===== config.mk =====
export PLATFORM = sky130hd
export DESIGN_NAME = vid_pattern_gen
export DESIGN_NICKNAME = d
export VERILOG_FILES = /design/src/rtl/vid_gen_pkg.sv /design/src/rtl/vid_timing_cnt.sv /design/src/rtl/vid_pattern_gen.sv
export SDC_FILE = /design/constraint.sdc
export NUM_CORES = 1
export LEC_CHECK = 0
export ABC_AREA = 1
export BUFFER_PORTS_ARGS = -buffer_cell sky130_fd_sc_hd__buf_2
export CAP_MARGIN = 5
export CORE_AREA = 2 2 97 99
export DETAILED_ROUTE_END_ITERATION = 6
export DIE_AREA = 0 0 99 101
export PLACE_DENSITY_LB_ADDON = 0.3
export RECOVER_POWER = 25
export REMOVE_ABC_BUFFERS = 1
export SKIP_CTS_REPAIR_TIMING = 1
export SLEW_MARGIN = 20
export SYNTH_ARGS = -nofsm -noshare
export SYNTH_HDL_FRONTEND = slang
export SYNTH_SLANG_ARGS = --single-unit

===== constraint.sdc =====
create_clock -name clk -period 4.29 [get_ports clk]
set_input_delay 0.858 -clock clk [delete_from_list [all_inputs] [get_ports clk]]
set_output_delay 0.858 -clock clk [all_outputs]
set_load 0.05 [all_outputs]

===== src/rtl/vid_gen_pkg.sv =====
// Shared types and the pattern generator for the synthetic video source.
// The pixel value depends only on the pattern, position and frame count.
package vid_gen_pkg;

  localparam int PIX_W = 16;

  typedef enum logic [1:0] {
    IDLE  = 2'd0,
    RUN   = 2'd1,
    DRAIN = 2'd2
  } state_t;

  typedef enum logic [1:0] {
    PAT_HRAMP   = 2'd0,
    PAT_VRAMP   = 2'd1,
    PAT_CHECKER = 2'd2,
    PAT_MOVING  = 2'd3
  } pattern_t;

  function automatic logic [PIX_W-1:0] pattern_pixel(
    input pattern_t         pat,
    input logic [PIX_W-1:0] x,
    input logic [PIX_W-1:0] y,
    input logic [PIX_W-1:0] fc
  );
    logic [PIX_W-1:0] pix;
    case (pat)
      PAT_HRAMP:   pix = x;
      PAT_VRAMP:   pix = y;
      PAT_CHECKER: pix = (x[4] ^ y[4]) ? {PIX_W{1'b1}} : {PIX_W{1'b0}};
      default:     pix = x + y + fc;
    endcase
    return pix;
  endfunction

endpackage


===== src/rtl/vid_timing_cnt.sv =====
// Pixel-divider, column and line counters for one video frame.
// Exposes the position for the next clock so outputs can be registered with it.
module vid_timing_cnt #(
  parameter int PIX_DIV      = 4,
  parameter int ACTIVE_PIX   = 320,
  parameter int HBLANK_PIX   = 32,
  parameter int ACTIVE_LINES = 256,
  parameter int VBLANK_LINES = 8,
  parameter int DIV_W        = $clog2(PIX_DIV),
  parameter int X_W          = $clog2(ACTIVE_PIX + HBLANK_PIX),
  parameter int Y_W          = $clog2(ACTIVE_LINES + VBLANK_LINES)
) (
  input  logic             clk,
  input  logic             rst,
  input  logic             step,
  output logic [DIV_W-1:0] div_next,
  output logic [X_W-1:0]   x_next,
  output logic [Y_W-1:0]   y_next,
  output logic             last
);

  localparam int H_TOTAL = ACTIVE_PIX + HBLANK_PIX;
  localparam int V_TOTAL = ACTIVE_LINES + VBLANK_LINES;

  logic [DIV_W-1:0] div_reg;
  logic [X_W-1:0]   x_reg;
  logic [Y_W-1:0]   y_reg;
  logic             div_wrap, x_wrap, y_wrap;

  assign div_wrap = (div_reg == DIV_W'(PIX_DIV - 1));
  assign x_wrap   = (x_reg == X_W'(H_TOTAL - 1));
  assign y_wrap   = (y_reg == Y_W'(V_TOTAL - 1));
  assign last     = div_wrap & x_wrap & y_wrap;

  // Without a step the counters collapse to the frame origin, ready for a restart.
  always_comb begin
    div_next = '0;
    x_next   = '0;
    y_next   = '0;
    if (step) begin
      div_next = div_wrap ? '0 : div_reg + 1'b1;
      x_next   = x_reg;
      y_next   = y_reg;
      if (div_wrap) begin
        x_next = x_wrap ? '0 : x_reg + 1'b1;
        if (x_wrap) begin
          y_next = y_wrap ? '0 : y_reg + 1'b1;
        end
      end
    end
  end

  always_ff @(posedge clk) begin
    if (rst) begin
      div_reg <= '0;
      x_reg   <= '0;
      y_reg   <= '0;
    end else begin
      div_reg <= div_next;
      x_reg   <= x_next;
      y_reg   <= y_next;
    end
  end

endmodule


===== src/rtl/vid_pattern_gen.sv =====
// Test-pattern video source: run/drain FSM, registered bus outputs, frame counter.
// Frames always complete once started; only rst cuts one short.
module vid_pattern_gen
  import vid_gen_pkg::*;
#(
  parameter int PIX_DIV      = 4,
  parameter int ACTIVE_PIX   = 320,
  parameter int HBLANK_PIX   = 32,
  parameter int ACTIVE_LINES = 256,
  parameter int VBLANK_LINES = 8
) (
  input  logic              clk,
  input  logic              rst,
  input  logic              enable,
  input  logic [1:0]        pattern_sel,
  output logic [PIX_W-1:0]  vid_pixel,
  output logic              vid_pixsync,
  output logic              vid_hblank,
  output logic              vid_vblank,
  output logic              frame_start,
  output logic [15:0]       frame_count,
  output logic              busy
);

  localparam int DIV_W = $clog2(PIX_DIV);
  localparam int X_W   = $clog2(ACTIVE_PIX + HBLANK_PIX);
  localparam int Y_W   = $clog2(ACTIVE_LINES + VBLANK_LINES);

  state_t           state_reg, state_next;
  pattern_t         pat_reg, pat_next;
  logic [15:0]      fc_next;
  logic [DIV_W-1:0] div_next;
  logic [X_W-1:0]   x_next;
  logic [Y_W-1:0]   y_next;
  logic             last, running, step, frame_end, start;
  logic             h_act, v_act, active;

  vid_timing_cnt #(
    .PIX_DIV      (PIX_DIV),
    .ACTIVE_PIX   (ACTIVE_PIX),
    .HBLANK_PIX   (HBLANK_PIX),
    .ACTIVE_LINES (ACTIVE_LINES),
    .VBLANK_LINES (VBLANK_LINES),
    .DIV_W        (DIV_W),
    .X_W          (X_W),
    .Y_W          (Y_W)
  ) u_cnt (
    .clk      (clk),
    .rst      (rst),
    .step     (step),
    .div_next (div_next),
    .x_next   (x_next),
    .y_next   (y_next),
    .last     (last)
  );

  assign running   = (state_reg != IDLE);
  assign step      = running & ~last;
  assign frame_end = running & last;
  assign start     = enable & (~running | frame_end);
  assign fc_next   = frame_end ? frame_count + 1'b1 : frame_count;
  assign pat_next  = start ? pattern_t'(pattern_sel) : pat_reg;

  // Mid-frame, enable only picks between RUN and DRAIN; the timing is identical.
  always_comb begin
    state_next = IDLE;
    if (enable)
      state_next = RUN;
    else if (step)
      state_next = DRAIN;
  end

  assign active = (state_next != IDLE);
  assign h_act  = (x_next < X_W'(ACTIVE_PIX));
  assign v_act  = (y_next < Y_W'(ACTIVE_LINES));

  always_ff @(posedge clk) begin
    if (rst) begin
      state_reg   <= IDLE;
      pat_reg     <= PAT_HRAMP;
      frame_count <= '0;
      frame_start <= 1'b0;
      busy        <= 1'b0;
      vid_pixel   <= '0;
      vid_pixsync <= 1'b0;
      vid_hblank  <= 1'b1;
      vid_vblank  <= 1'b1;
    end else begin
      state_reg   <= state_next;
      pat_reg     <= pat_next;
      frame_count <= fc_next;
      frame_start <= start;
      busy        <= active;
      if (active) begin
        vid_hblank  <= ~h_act;
        vid_vblank  <= ~v_act;
        vid_pixsync <= (div_next == '0) & h_act & v_act;
        // Pixel value is refreshed at the start of each pixel period and held after.
        if (div_next == '0) begin
          vid_pixel <= (h_act & v_act)
                     ? pattern_pixel(pat_next, PIX_W'(x_next), PIX_W'(y_next), fc_next)
                     : '0;
        end
      end else begin
        vid_pixel   <= '0;
        vid_pixsync <= 1'b0;
        vid_hblank  <= 1'b1;
        vid_vblank  <= 1'b1;
      end
    end
  end

endmodule


## Word-level counts from Yosys, hierarchy flattened

Cells that the tools add are included.

- Register bits after elaboration: 61
- Bits of input ports: 5
- Output and inout port bits: 37

- Add/subtract/negate cells: 6
- Order comparisons: 2
- Eq/ne operators: 5
- Muxes and demuxes: 16
- Bitwise logic cells: 15
- Reductions and logical operators: 5

Operator list:

| operator | number |
|---|---|
| 9-bit 2-to-1 mux | 7 |
| 16-bit 2-to-1 mux | 3 |
| 16-bit one-hot mux with 3 select lines | 1 |
| 9-bit by 1-bit adder with 9-bit output, second input constant | 2 |
| 9-bit == test, second input constant | 2 |
| 9-bit less-than comparator, second input constant | 2 |
| 10-bit by 16-bit adder with 16-bit output | 1 |
| 16-bit by 1-bit adder with 16-bit output, second input constant | 1 |
| 9-bit by 9-bit adder with 10-bit output | 1 |
| 2-bit 2-to-1 mux | 5 |
| 1-bit AND | 8 |
| 1-bit NOT | 5 |
| 2-bit == test, second input constant | 2 |
| 2-bit logical NOT | 2 |
| 2-bit nonzero test | 2 |
| 2-bit by 1-bit adder with 2-bit output, second input constant | 1 |
| 2-bit by 1-bit == test with 1-bit output, second input constant | 1 |
| 2-bit OR reduction | 1 |
| 1-bit bitwise OR | 1 |
| 1-bit bitwise XOR | 1 |

## Longest topological paths before layout

Gate-level depths: netlist (run 1).

- Depth in word-level cells: 10
- Gate-level depth with buffers: 26

## Modules after synthesis

From an unflattened synthesis (run 1), not the netlist that was laid out.

- Cells, all modules: 591
- Area, all modules: 4,001.3 um2

Modules (own cells, without submodules):

| module | times used | cells each | area an instance (um2) |
|---|---|---|---|
| vid_pattern_gen | 1 | 389 | 2,732.6 |
| vid_timing_cnt | 1 | 202 | 1,268.7 |

## Worst setup path after synthesis (run 1)

Ideal clock, no wire load.

- Path type: flip-flop to flip-flop
- From: reg u_cnt.y_reg[0]
- To: reg vid_pixel[11]
- Setup time: 0.132 ns
- Arrival: 3.644 ns
- Data required time: 4.158 ns
- Slack: 0.514 ns
- Cell stages (with the launch flop): 25
- Path buffers: 1
- Cells stage by stage: dfxtp_1 -> ha_1 -> nand2_1 -> inv_1 -> nand2_1 -> nor2_2 -> inv_1 -> nor2_2 -> nor2_2 -> buf_2 -> nand2_1 -> inv_1 -> fa_1 -> ha_1 -> inv_1 -> fa_1 -> o21ai_0 -> nand4_1 -> nand2_1 -> nand3_1 -> nand2_1 -> xor2_1 -> nand2_1 -> nand2_1 -> a21oi_1

- Cells in the longest elaborated chain, start to end: 9
- Elaborated cells on any way between the ends: 34
- Classes of those cells: add/sub: 3; order compare: 2; eq/ne: 3; mux: 13; bitwise: 9; reduce/logical: 4

Ends and longest elaborated chain:

| what | RTL line | RTL |
|---|---|---|
| start: declaration | vid_timing_cnt.sv:27 | `logic [Y_W-1:0] y_reg;` |
| start signal: assignment | vid_timing_cnt.sv:61 | `y_reg <= y_next;` |
| 9-bit by 1-bit adder with 9-bit output or 9-bit == test (tied branches) | vid_timing_cnt.sv:47, vid_timing_cnt.sv:32 |  |
| 9-bit 2-to-1 mux or 1-bit AND (tied branches) | vid_timing_cnt.sv:47, vid_timing_cnt.sv:33 |  |
| 9-bit 2-to-1 mux or 1-bit NOT (tied branches) | vid_timing_cnt.sv:46, vid_pattern_gen.sv:58 |  |
| 9-bit 2-to-1 mux or 1-bit AND (tied branches) | vid_timing_cnt.sv:44, vid_pattern_gen.sv:58 |  |
| 9-bit 2-to-1 mux * | vid_timing_cnt.sv:40 | `if (step) begin` |
| net u_cnt.y_next[1] | vid_timing_cnt.sv:18 | `output logic [Y_W-1:0] y_next,` |
| 9-bit by 9-bit adder with 10-bit output | vid_gen_pkg.sv:31 | `default: pix = x + y + fc;` |
| 10-bit by 16-bit adder with 16-bit output | vid_gen_pkg.sv:31 |  |
| 16-bit one-hot mux with 3 select lines | vid_gen_pkg.sv:27 | `case (pat)` |
| 16-bit 2-to-1 mux * | vid_pattern_gen.sv:101 | `? pattern_pixel(pat_next, PIX_W'(x_next), PIX_W'(y_next), fc_next)` |
| end signal: assignment | vid_pattern_gen.sv:100 | `vid_pixel <= (h_act & v_act)` |
| end: declaration | vid_pattern_gen.sv:16 | `output logic [PIX_W-1:0] vid_pixel,` |

Mark *: on every way through the listed nets, which the timed path passes. The rest lies on a longest branch.
A chain may end at the register's enable or synchronous reset.

## Worst setup path in the final report (run 1)

- From: reg u_cnt.x_reg[0]
- To: reg vid_pixel[8]

- Cells in the longest elaborated chain, start to end: 10
- Elaborated cells on any way between the ends: 36
- Classes of those cells: add/sub: 3; order compare: 2; eq/ne: 3; mux: 14; bitwise: 10; reduce/logical: 4

Ends and longest elaborated chain:

| what | RTL line | RTL |
|---|---|---|
| start: declaration | vid_timing_cnt.sv:26 | `logic [X_W-1:0] x_reg;` |
| start signal: assignment | vid_timing_cnt.sv:60 | `x_reg <= x_next;` |
| parallel branches: the longest is 10 deep, another holds 10-bit by 16-bit adder with 16-bit output | n/a |  |

Parallel ways; which one is timed is not known.

==> results of run 1 <==
[area by class of cell]
cell class              instances  area [um^2]
clock buffers                  13        148.9
well taps                     111        138.9
multi-input cells             442         2420
inverters                      81        304.0
fillers                       918         4424
repair buffers                 52        275.3
flip-flops and latches         61         1221
clock inverters                 3        45.04
[through the flow]
stage | cell area (um^2) | std cells | power (mW) | worst slack [ps]
final | 4553 | 763 | 1.210 | 304.9
after global routing | 4553 | 763 | 1.255 | 8.101
after CTS | 4477 | 757 | 1.218 | 24.26
after detailed placement | 4283 | 741 | 0.7100 | 59.33
after global placement | 4283 | 741 | 0.7086 | 153.3
after floorplan | 3894 | 583 | 0.6769 | 550.6
[worst max-delay path, stage by stage, from the launching register on]
cell     delay [ps]
dfxtp_1         360
ha_1            200
nand3_1         120
inv_1            90
nand3_2         130
nor2_4          230
nand2_2         130
nor2_4          210
nand2_1          90
xor2_1          330
fa_1            480
inv_1            70
ha_1            290
a21o_1          190
nand3_1          60
nand2_1          70
a21oi_1         220
o21ai_0         150
xnor2_1         200
a21oi_1          90
nand2_1          80
a21oi_1          50
[report_power, final]
group          internal [mW]  switching [mW]
Combinational         0.0275          0.0913
Sequential             0.576         0.00368
Clock                  0.285           0.226
Total                  0.888           0.321
[final timing paths]
path,from,cells past startpoint,endpoint
worst max register to register,u_cnt.x_reg[0]$_SDFF_PP0_,21,vid_pixel[8]$_SDFFE_PP0N_
worst max-delay path,u_cnt.x_reg[0]$_SDFF_PP0_,21,vid_pixel[8]$_SDFFE_PP0N_
worst min register to register,vid_pixel[8]$_SDFFE_PP0N_,2,vid_pixel[8]$_SDFFE_PP0N_
worst min-delay path,vid_pixel[8]$_SDFFE_PP0N_,2,vid_pixel[8]$_SDFFE_PP0N_
[layer usage]
metal / up-vias / track usage / routed length [um]
li1: 1966 / - / -
met1: 1824 / 0.2636 / 4507
met2: 108 / 0.3825 / 4973
met3: 25 / 0.04230 / 555
met4: 0 / 0.09589 / 297
met5: - / 0 / 0
[cell usage after synthesis, types with 2 or more instances]
cell type / number
o21ai_4: 2
nand2_2: 6
or2_2: 2
nor2_4: 2
xnor2_1: 8
nand2_4: 3
nand3_2: 2
dfxtp_1: 61
nand2_1: 164
a211oi_1: 2
and3_1: 3
inv_1: 77
nand4_1: 10
nand3_1: 41
o21ai_2: 3
clkbuf_1: 4
a21o_1: 2
xor2_1: 13
ha_1: 13
o21ai_0: 11
nand3b_1: 2
buf_2: 3
o21ai_1: 2
nor2_2: 7
nor3_1: 7
fa_1: 10
a21oi_1: 35
nor2_1: 85
inv_2: 4
[cells by family (layout without fill, tap and decap cells)]
family | Yosys count | count (layout) | share of synthesized area
fa+ha+maj | 23 | 23 | 0.09195
xor+xnor | 21 | 21 | 0.04661
simple gates | 338 | 339 | 0.3748
compound gates | 59 | 59 | 0.08687
flops | 61 | 61 | 0.3094
buf+inv | 91 | 149 | 0.09036
[cell usage in the layout (no fill, tap or decap), types with 3 or more instances in the layout]
master,n
a21oi_1,34
and3_1,3
buf_2,34
buf_4,10
clkbuf_1,11
clkbuf_8,10
dfxtp_1,61
fa_1,10
ha_1,11
inv_1,77
inv_2,4
nand2_1,163
nand2_2,6
nand2_4,4
nand3_1,41
nand4_1,10
nor2_1,81
nor2_2,9
nor2_4,5
nor3_1,7
o21ai_0,10
o21ai_2,4
xnor2_1,8
xor2_1,13
==> impl_metrics.csv, run 1 <==
group,metric,value,unit
timing,fmax,250.9,MHz
logic_synthesis,yosys_register_bits,61,
critical_path,rrSetupSlack,300,ps
layout,final_util,0.5072,
power,leakage,2.091,nW
layout,reg_top3,"frame_count: 16 flops, vid_pixel: 16 flops",
grt,antenna_found_initial,0,
critical_path,critPathLaunchType,"flop",
logic_synthesis,synth_edf_count,0,
critical_path,critical_path_arrival,4190,ps
timing,period_share,0.9289,
drt,wl_per_cell,13.54,um
layout,antennaDiodeCount,0,
timing,timing.slew.headroom,-0.1835,
logic_synthesis,syn_area,0.003946,mm^2
layout,layout-drive-gt1-share,0.1518,
status,status,"finished with violations",
timing,finalSetupTns,0,ps
clocking,cts_tree,"done",
critical_path,cp.required,4490,ps
drt,drtIter0Drc,198,
critical_path,endpoint_kind,"flop",
logic_synthesis,avgSynthCellArea,6.655,um^2
clocking,clkTransAtPathRegs,70,ps
clocking,cts.path.max_buffers,2,
drt,routed-via-count,3923,
logic_synthesis,ys_seq_area_frac,0.3094,
grt,grt_pass1_wl,17.44,mm
clocking,numCtsBuffers,9,
logic_synthesis,yosys_warnings,0,
grt,grt_overflow,0,
logic_synthesis,synthArstFlopShare,0,
critical_path,critPathMaxFanout,7,
grt,grt.total_usage,0.2196,
clocking,clkSinkCount,61,
timing,setup_viol,0,
drt,first_pass_iters,5,
layout,final_nets,675,
layout,area_growth,15.38,%
timing,skew,11.78,ps
floorplanning,core_region_area,0.008977,mm^2
placement,place.gp.congestion,0.9809,
logic_synthesis,synthTopCellsByArea,"dfxtp_1 31%, nand2_1 16%, nor2_1 8.1%",
floorplanning,start_util,0.4396,
timing,worst_slew_pin_slew,1775,ps
timing,final_max_slew_viol_count,39,
logic_synthesis,synth_ff_type,"dfxtp_1",
placement,portBuffers,41,
logic_synthesis,ys_types,38,
power,p_per_area,265.7,mW/mm^2
hold_path,hold_path_class,"reg2reg",
power,ir_worst_vdd,0.1513,mV
floorplanning,die_h,101,um
floorplanning,die_area,0.009999,mm^2
clocking,htreeDepth,3,
flow_run,cap_violations,1,
grt,grt_max_degree,39,
logic_synthesis,synth_area_leader_cell,"dfxtp_1",
logic_synthesis,syn_inst,593,
logic_synthesis,yosysTopAreaCellShare,0.3094,
clocking,clock-root-buffer,"clkbuf_8",
clocking,clock_latency,350,ps
timing,hold_viol_final,0,
floorplanning,rows,35,
status,violations,"capacitance limit, slew limit",
drt,drc,0,
drt,routed_via_density,5.142,
drt,wl,10.33,mm
timing,whs,464.4,ps
placement,dp_hpwl,8.177,mm
timing,rsz0062_at_grt,"no",
grt,grt_pass1_vias,3742,
timing,period_needed,3985,ps
drt,drtAntennaViolNets,0,
critical_path,crit_type,"reg2reg",
floorplanning,ioPinCount,42,
floorplanning,die_w,99,um
Power figures use the tool's default switching activity.
==> run 2, diff against run 1 <==
- SETUP_SLACK_MARGIN: unset -> 0.4
==> run 2 against run 1 <==
  * The flow still finishes with violations (capacitance limit, slew limit)
  * Sequential share of layout area is 1.8 points lower
  * Design area is 7.9% higher
  * Worst hold slack hardly changed
  * Critical path type unchanged
==> impl_metrics.csv, run 2 (synthesis results as in run 1) <==
group,metric,value,unit
status,status,"finished with violations",
status,violations,"capacitance limit, slew limit",
drt,routed-via-count,4086,
grt,grt.total_usage,0.2196,
layout,area_growth,24.54,%
floorplanning,die_w,99,um
timing,finalSetupTns,0,ps
critical_path,r2r_cells,22,
layout,post-route-cell-area,0.004915,mm^2
timing,fmax,262.9,MHz
clocking,clock_latency,350,ps
clocking,cts.path.max_buffers,2,
floorplanning,die_h,101,um
layout,layout_commonest_cell,"nand2_1",
grt,grt_max_degree,39,
floorplanning,die_area,0.009999,mm^2
power,switching_share,0.2682,
critical_path,critPathMaxFanout,6,
timing,final_max_slew_viol_count,39,
layout,reg_top3,"frame_count: 16 flops, vid_pixel: 16 flops",
power,p_comb_frac,0.101,
grt,antenna_found_initial,0,
critical_path,rrSetupSlack,490,ps
power,ir_worst_vdd,0.1506,mV
floorplanning,rows,35,
layout,antennaDiodeCount,0,
power,power_frac_seq,0.477,
timing,rsz0062_at_grt,"no",
layout,final.fill_count,872,
critical_path,endpoint_kind,"flop",
timing,hold_viol_final,0,
drt,drtAntennaViolNets,0,
timing,timing.slew.headroom,-0.1972,
placement,place.gp.congestion,0.9809,
critical_path,cp.required,4500,ps
critical_path,crit_type,"reg2reg",
hold_path,hold_path_class,"reg2reg",
placement,place_area,0.004283,mm^2
critical_path,critical_path_arrival,4020,ps
timing,period_share,0.8867,
placement,portBuffers,41,
clocking,clkTransAtPathRegs,70,ps
critical_path,critPathLaunchType,"flop",
timing,skew,10.61,ps
power,leakage,2.163,nW
grt,grt_pass1_wl,17.44,mm
clocking,cts_tree,"done",
floorplanning,core_region_area,0.008977,mm^2
floorplanning,start_util,0.4396,
grt,grt_overflow,0,
hold_path,min_delay_path_depth,2,
drt,wl_per_cell,14.25,um
drt,routed_via_density,5.252,
power,p_per_area,247.3,mW/mm^2
power,clockPowerShare,0.422,
flow_run,cap_violations,1,
drt,wl,11.09,mm
power,p_sw,325.9,uW
grt,grt_pass1_vias,3742,
timing,whs,464.2,ps
drt,drc,0,
drt,first_pass_iters,5,
drt,drtIter0Drc,212,
layout,layout_common_cells,"159 x nand2_1, 74 x inv_1, 74 x nor2_1",
power,p_int,889.4,uW
clocking,clock-root-buffer,"clkbuf_8",
timing,worst_slew_pin_slew,1796,ps
floorplanning,ioPinCount,42,
timing,setup_viol,0,
timing,period_needed,3804,ps
placement,dp_hpwl,8.177,mm
layout,final_nets,690,
clocking,clkSinkCount,61,
layout,layout-drive-gt1-share,0.2279,
clocking,numCtsBuffers,9,
clocking,htreeDepth,3,
run 2: changes by cell type in the layout (fill, tap and decap cells not counted), sizes merged:
cell,previous run,this run
nor2,95,96
buf,44,58
run 2: routing by layer:
| layer | share of wire | track usage | up-vias |
|---|---|---|---|
| met2 | 0.49 | 0.3825 | 135 |
| met1 | 0.41 | 0.2636 | 1910 |
| met4 | 0.035 | 0.09589 | 0 |
| li1 | - | - | 2008 |
| met5 | 0 | 0 | - |
| met3 | 0.059 | 0.04230 | 33 |
run 2: layout make-up:
type / instances / area [um^2] / share of cell area
flip-flops and latches: 61 / 1230 / 0.2503
repair buffers: 66 / 384.1 / 0.07816
clock inverters: 3 / 45.04 / 0.009165
multi-input cells: 443 / 2664 / 0.5420
inverters: 81 / 304.0 / 0.06186
well taps: 111 / 138.9 / 0.02826
clock buffers: 13 / 148.9 / 0.03030
run 2: path summary, 6_finish.rpt:
path                                   start                         end
hold reg to reg   vid_pixel[14]$_SDFFE_PP0N_  vid_pixel[14]$_SDFFE_PP0N_
setup / recovery   u_cnt.x_reg[1]$_SDFF_PP0_  vid_pixel[15]$_SDFFE_PP0N_
hold / removal    vid_pixel[14]$_SDFFE_PP0N_  vid_pixel[14]$_SDFFE_PP0N_
setup reg to reg   u_cnt.x_reg[1]$_SDFF_PP0_  vid_pixel[15]$_SDFFE_PP0N_
run 2: stage by stage:
step           cells  utilization  setup slack [ps]  power [mW]
4_1_cts          757       0.4987             24.26       1.218
3_5_place_dp     741       0.4771             59.33      0.7100
2_1_floorplan    583            -             550.6      0.6769
6_report         778       0.5475             486.3       1.215
3_3_place_gp     741       0.4771             153.3      0.7086
5_1_grt          778       0.5475             179.3       1.258
run 2: power groups by stage:
| stage | registers (mW) | clock network [mW] | logic [mW] |
|---|---|---|---|
| floorplan | 0.615 | 0 | 0.0616 |
| global placement | 0.592 | 0 | 0.117 |
| detailed placement | 0.592 | 0 | 0.118 |
| CTS | 0.579 | 0.521 | 0.118 |
| global route | 0.580 | 0.544 | 0.135 |
| finish | 0.579 | 0.513 | 0.123 |
run 2: critical path, stage by stage (launching register included):
cell and delay, ps:
dfxtp_2 370, ha_4 160, nand3_4 100, nor2_2 100, nand3_1 230, nor2_4 270, nor2_1 160, nand2_2 140
inv_1 80, fa_1 590, ha_4 150, inv_1 50, fa_2 360, o21ai_2 140, nand4_1 130, nand2_2 90
nand3_1 90, nand2_2 130, nand3_1 80, nand2_1 70, nand3_1 60, nand2_1 60, a21oi_1 60
